**config.mk**
```make
export PLATFORM = sky130hd
export DESIGN_NAME = serial_link_phy_tx_sched
export DESIGN_NICKNAME = d
export VERILOG_FILES = /design/src/rtl/serial_link_phy_tx_sched.sv
export SDC_FILE = /design/constraint.sdc
export NUM_CORES = 1
export LEC_CHECK = 0
export ABC_AREA = 1
export BUFFER_PORTS_ARGS = -buffer_cell sky130_fd_sc_hd__buf_2
export CAP_MARGIN = 20
export CORE_ASPECT_RATIO = 1.5
export CORE_UTILIZATION = 43
export CTS_CLUSTER_DIAMETER = 200
export DETAILED_ROUTE_END_ITERATION = 12
export PLACE_DENSITY = 0.85
export SLEW_MARGIN = 5
export SYNTH_ARGS = -nofsm -noshare
export SYNTH_HDL_FRONTEND = slang
export SYNTH_SLANG_ARGS = --single-unit
export TNS_END_PERCENT = 20
```
**constraint.sdc**
```tcl
create_clock -name clk_i -period 2.6 [get_ports clk_i]
set_input_delay 0.39 -clock clk_i [delete_from_list [all_inputs] [get_ports clk_i]]
set_output_delay 0.39 -clock clk_i [all_outputs]
set_load 0.05 [all_outputs]
```
**src/rtl/serial_link_phy_tx_sched.sv**
```systemverilog
// Credit-based round-robin TX scheduler with packet lock and flush handshake.
// Optional stall statistics counter enabled by SERIAL_LINK_TX_SCHED_STATS_EN.
`timescale 1ns/1ps

// state      | meaning
// ST_IDLE    | arbitrate among valid requesters; no beat forwarded
// ST_XFER    | granted requester streams beats to the PHY until its last beat
// ST_FLUSHED | flush requested and channel idle; no new packet starts
module serial_link_phy_tx_sched #(
    parameter int NumReq     = 4,
    parameter int DataWidth  = 16,
    parameter int NumCredits = 8,
    parameter int CntW       = $clog2(NumCredits + 1)
) (
    input  logic                          clk_i,
    input  logic                          rst_i,
    input  logic [NumReq-1:0]             req_valid_i,
    input  logic [NumReq*DataWidth-1:0]   req_data_i,
    input  logic [NumReq-1:0]             req_last_i,
    output logic [NumReq-1:0]             req_ready_o,
    output logic [DataWidth-1:0]          phy_data_o,
    output logic                          phy_valid_o,
    input  logic                          phy_ready_i,
    input  logic                          credit_return_i,
    output logic [CntW-1:0]               credit_cnt_o,
    output logic                          credit_err_o,
    input  logic                          flush_i,
    output logic                          flushed_o,
`ifdef SERIAL_LINK_TX_SCHED_STATS_EN
    output logic [15:0]                   stall_cnt_o,
`endif
    output logic [NumReq-1:0]             grant_o
);

    localparam int IdxW = (NumReq > 1) ? $clog2(NumReq) : 1;
    localparam logic [IdxW:0]   NumReqW = (IdxW + 1)'(NumReq);
    localparam logic [IdxW-1:0] LastIdx = IdxW'(NumReq - 1);
    localparam logic [CntW-1:0] MaxCred = CntW'(NumCredits);

    typedef enum logic [1:0] {
        ST_IDLE    = 2'd0,
        ST_XFER    = 2'd1,
        ST_FLUSHED = 2'd2
    } state_e;

    state_e          state_q, state_d;
    logic [IdxW-1:0] gnt_q, gnt_d;
    logic [IdxW-1:0] rr_ptr_q, rr_ptr_d;
    logic [CntW-1:0] credits_q, credits_d;
    logic            credit_err_q, credit_err_set;

    logic [DataWidth-1:0] req_data_arr [NumReq];
    logic                 credit_avail;
    logic                 gnt_valid;
    logic                 gnt_last;
    logic                 fire;
    logic                 arb_any;
    logic [IdxW-1:0]      arb_idx;
    logic [IdxW:0]        arb_cand;

    for (genvar k = 0; k < NumReq; k++) begin : g_unpack
        assign req_data_arr[k] = req_data_i[k*DataWidth +: DataWidth];
    end

    assign credit_avail = (credits_q != '0);
    assign gnt_valid    = req_valid_i[gnt_q];
    assign gnt_last     = req_last_i[gnt_q];
    assign fire         = (state_q == ST_XFER) & gnt_valid & credit_avail & phy_ready_i;

    // First valid requester at or after rr_ptr, searched cyclically.
    always_comb begin
        arb_any  = 1'b0;
        arb_idx  = rr_ptr_q;
        arb_cand = '0;
        for (int i = 0; i < NumReq; i++) begin
            arb_cand = {1'b0, rr_ptr_q} + (IdxW + 1)'(i);
            if (arb_cand >= NumReqW) begin
                arb_cand = arb_cand - NumReqW;
            end
            if (!arb_any && req_valid_i[arb_cand[IdxW-1:0]]) begin
                arb_any = 1'b1;
                arb_idx = arb_cand[IdxW-1:0];
            end
        end
    end

    always_comb begin
        state_d     = state_q;
        gnt_d       = gnt_q;
        rr_ptr_d    = rr_ptr_q;
        phy_valid_o = 1'b0;
        phy_data_o  = '0;
        req_ready_o = '0;
        grant_o     = '0;
        flushed_o   = 1'b0;
        unique case (state_q)
            ST_IDLE: begin
                if (flush_i) begin
                    state_d = ST_FLUSHED;
                end else if (arb_any && credit_avail) begin
                    gnt_d   = arb_idx;
                    state_d = ST_XFER;
                end
            end
            ST_XFER: begin
                phy_data_o          = req_data_arr[gnt_q];
                phy_valid_o         = gnt_valid & credit_avail;
                req_ready_o[gnt_q]  = phy_ready_i & credit_avail;
                grant_o[gnt_q]      = 1'b1;
                // Flush is only honoured at a packet boundary.
                if (fire && gnt_last) begin
                    rr_ptr_d = (gnt_q == LastIdx) ? '0 : gnt_q + 1'b1;
                    state_d  = flush_i ? ST_FLUSHED : ST_IDLE;
                end
            end
            ST_FLUSHED: begin
                flushed_o = 1'b1;
                if (!flush_i) begin
                    state_d = ST_IDLE;
                end
            end
            default: state_d = ST_IDLE;
        endcase
    end

    always_comb begin
        credits_d      = credits_q;
        credit_err_set = 1'b0;
        if (fire && !credit_return_i) begin
            credits_d = credits_q - 1'b1;
        end else if (credit_return_i && !fire) begin
            if (credits_q == MaxCred) begin
                credit_err_set = 1'b1;
            end else begin
                credits_d = credits_q + 1'b1;
            end
        end
    end

    always_ff @(posedge clk_i or posedge rst_i) begin
        if (rst_i) begin
            state_q      <= ST_IDLE;
            gnt_q        <= '0;
            rr_ptr_q     <= '0;
            credits_q    <= MaxCred;
            credit_err_q <= 1'b0;
        end else begin
            state_q      <= state_d;
            gnt_q        <= gnt_d;
            rr_ptr_q     <= rr_ptr_d;
            credits_q    <= credits_d;
            credit_err_q <= credit_err_q | credit_err_set;
        end
    end

    assign credit_cnt_o = credits_q;
    assign credit_err_o = credit_err_q;

`ifdef SERIAL_LINK_TX_SCHED_STATS_EN
    logic [15:0] stall_cnt_q;

    always_ff @(posedge clk_i or posedge rst_i) begin
        if (rst_i) begin
            stall_cnt_q <= '0;
        end else if ((state_q == ST_XFER) && gnt_valid && !credit_avail
                     && (stall_cnt_q != 16'hFFFF)) begin
            stall_cnt_q <= stall_cnt_q + 16'd1;
        end
    end

    assign stall_cnt_o = stall_cnt_q;
`endif

endmodule

```
==> results.md <==
- Clock-pin slew on the worst setup and hold paths: 50 ps
- Finished Layout Cells: approximately 440
- Fin Setup TNS: 0 ps
- Number of global-route vias before repair: 2018
- Layout Nets: 483
- Initial DRC count: 32
- Sequential share of the synthesized area: 17.1%
- DR WL/cell: 10.6 um
- Post-Syn Area per Cell: 5.45 sq um
- Critical path capture point type: output port
- Cells after Synth: 297
- Fraction of layout cells with a size suffix above 1: ~32%
- H-tree lvl count: 1
- Peak supply drop: 0.884 mV
- ANT nets after route: 0
- Maxcap violations: 0
- Cell Rows: 26
- Final clock skew: 7.16 ps
- Clock power frac: 6.1%
- Grt ovf: 0
- Synth Register Bits: 11
- Reg power frac: 13.8%
- CP arrival: 1960 ps
- Switching power: 1.77 mW
- First-pass GRT wire length: around 7900 um
- Leading cell type in the layout, fill and taps excluded: buf_2
- Setup-failing EPs final: 0
- RSZ-0062 raised after global routing: no
- Fin. max-slew vios: 0
- Slew @ Worst Pin: ~740 ps
- Max_slew headroom: roughly 51%
- Top Ports: 108
- Root Driver: clkbuf_8
- Initial cell density of the core: 46.1%
- CTS tree: built
- Distinct cells, synth: 29
- Placed cell count: 435
- Gpl congestion: between 0.8 and 0.9
- Crit-path max FO: 26
- Hold Crit Class: input port to asynchronous set/reset pin
- Total wire length: 4670 um
- Initial antenna violation count: 0
- Min Hold Slack: 139 ps
- Crit start category: flip-flop
- Switch share: 64.2%
- Kind of critical path: flip-flop to output port
- FMAX: 0.425 GHz
- LEAKAGE: 1.28 nW
- Comb pwr share: roughly 80%
- Residual DRC count: 0
- Most frequent cells in the layout: buf_2 (107), nor2_1 (75), nand2_1 (57), o21ai_0 (39), inv_1 (25)
- I/O Buffers: 107
- Die area: 4020 sq um
- Clock tree buffer depth: 2
- Mean number of vias per cell: 4.97
- Req. time, crit path: approximately 2200 ps
- Yosys warnings: 0
- Final Cycle Share: 90.5%
- Die Width: 52.1 um
- Fin area: 2210 sq um
- Worst skew pair latency: 240 ps
- Gr usage total: between 20% and 30%
- Outcome: finished, final reports clean
- Pwr/cell area: 1240 nW/um^2
- Sink Count: 11
- Cell Int Power: between 0.9 and 1 mW
- Largest net degree at the start of global routing: 39
- Minimum clock period: between 2000 and 2500 ps
- Final Hold Viols: 0
- Syn Nets: 382
- Area Growth Syn to Fin: 36.6%
- Via count: 2180
- Core area: 3510 sq um
- Dpl hpwl: approximately 3700 um
- Placement Cell Area: 2160 sq um
- # diodes: 0
- Post-Syn Area: 1620 sq um
- Hold_buf cts: 0
- 1st-pass router iterations: 4
- TritonCTS Buffers: 3
- DIE HEIGHT: 77.2 um
## metal layers
layer  wire [um]  global-route usage, %  share of wire (%)
met1        1820                   25.7                 39
met2        2580                   48.1                 55
met3         243                   2.18                5.2
met4          25                   4.59               0.54
met5           0                      0                  0
## layout make-up
| cell class | count | area [sq um] |
|---|---|---|
| flip-flops and latches | 11 | 277 |
| inverters | 30 | 113 |
| well taps | 42 | 52.6 |
| multi-input cells | 241 | 1160 |
| fillers | 361 | 1300 |
| repair buffers | 111 | 569 |
| clock buffers | 4 | 45.0 |
## what timing repair did
| item | CTS | global route |
|---|---|---|
| setup endpoints to repair | 0 | 1 |
| setup buffers | 0 | 0 |
| gates resized for setup | 0 | 1 |
## registers in the layout, indices dropped and copies added (netlist names)
register	count
rr_ptr_q	2
credit_err_o	1
credit_cnt_o	4
state_q	2
gnt_q	2
## kinds of logic (layout without fill, tap and decap cells)
logic type / Yosys count / count (layout) / share of synthesized area (%)
flip-flops: 11 / 11 / 17.1
adder cells (fa/ha/maj): 8 / 8 / 6.18
buffers and inverters: 45 / 145 / 11.5
AND/OR/NAND/NOR: 162 / 162 / 41.5
XOR/XNOR: 5 / 5 / 2.71
AO/OA/AOI/OAI: 66 / 66 / 21.0
## power by group through the flow
stage / combinational (mW) / sequential, mW / clock, mW
2_1_floorplan: 1.65 / 0.472 / 0
3_3_place_gp: 2.16 / 0.372 / 0
3_5_place_dp: 2.20 / 0.375 / 0
4_1_cts: 2.21 / 0.376 / 0.170
5_1_grt: 2.44 / 0.394 / 0.180
6_report: 2.20 / 0.380 / 0.169
## Yosys cell counts
| cell type | instances | area, sq um |
|---|---|---|
| o22ai_1 | 1 | 6.26 |
| buf_2 | 5 | 25.0 |
| nand2_2 | 4 | 25.0 |
| dfrtp_1 | 10 | 250 |
| clkbuf_1 | 5 | 18.8 |
| o21bai_1 | 1 | 7.51 |
| buf_4 | 1 | 7.51 |
| xnor2_1 | 2 | 17.5 |
| nand4_1 | 2 | 12.5 |
| xor2_1 | 3 | 26.3 |
| buf_6 | 1 | 11.3 |
| inv_2 | 5 | 18.8 |
| nor2_4 | 1 | 11.3 |
| o21ai_2 | 1 | 8.76 |
| o211ai_1 | 1 | 7.51 |
| nor2_2 | 1 | 6.26 |
| o21ai_0 | 39 | 195 |
| buf_1 | 3 | 11.3 |
| nand3_2 | 2 | 20.0 |
| nor2_1 | 75 | 282 |
| nor4_1 | 1 | 6.26 |
| ha_1 | 8 | 100 |
| o21ai_1 | 2 | 10.0 |
| a21oi_1 | 21 | 105 |
| nor3_1 | 5 | 25.0 |
| nand3_1 | 14 | 70.1 |
| inv_1 | 25 | 93.8 |
| nand2_1 | 57 | 214 |
| dfstp_2 | 1 | 26.3 |
## final timing paths
path                            slack (ps)  cells after the start    startpoint              end
min in group clk_i                     430                      3       flush_i       state_q[1]
worst min-delay path                   140                      2         rst_i     credit_err_o
worst max-delay path                   250                      6      gnt_q[0]   req_ready_o[0]
worst min register to register         490                      1  credit_err_o     credit_err_o
max in group asynchronous             2130                      2         rst_i  credit_cnt_o[3]
worst max register to register         360                     12      gnt_q[0]  credit_cnt_o[2]
## critical path, cell delays in order, from the launching register on
cell and delay [ps]:
dfrtp_1 410, inv_1 280, buf_4 320, ha_1 180, inv_1 50, nor3_1 190, buf_2 300
## through the flow
step	total power, mW	utilization (%)	setup slack (ps)
after CTS	2.75	62.9	266
after global placement	2.53	61.6	434
after detailed placement	2.57	61.6	271
final	2.75	63.0	247
after global routing	3.01	63.0	43.4
after floorplan	2.13	-	20.1
No activity file was read; power rests on OpenSTA's default activity.
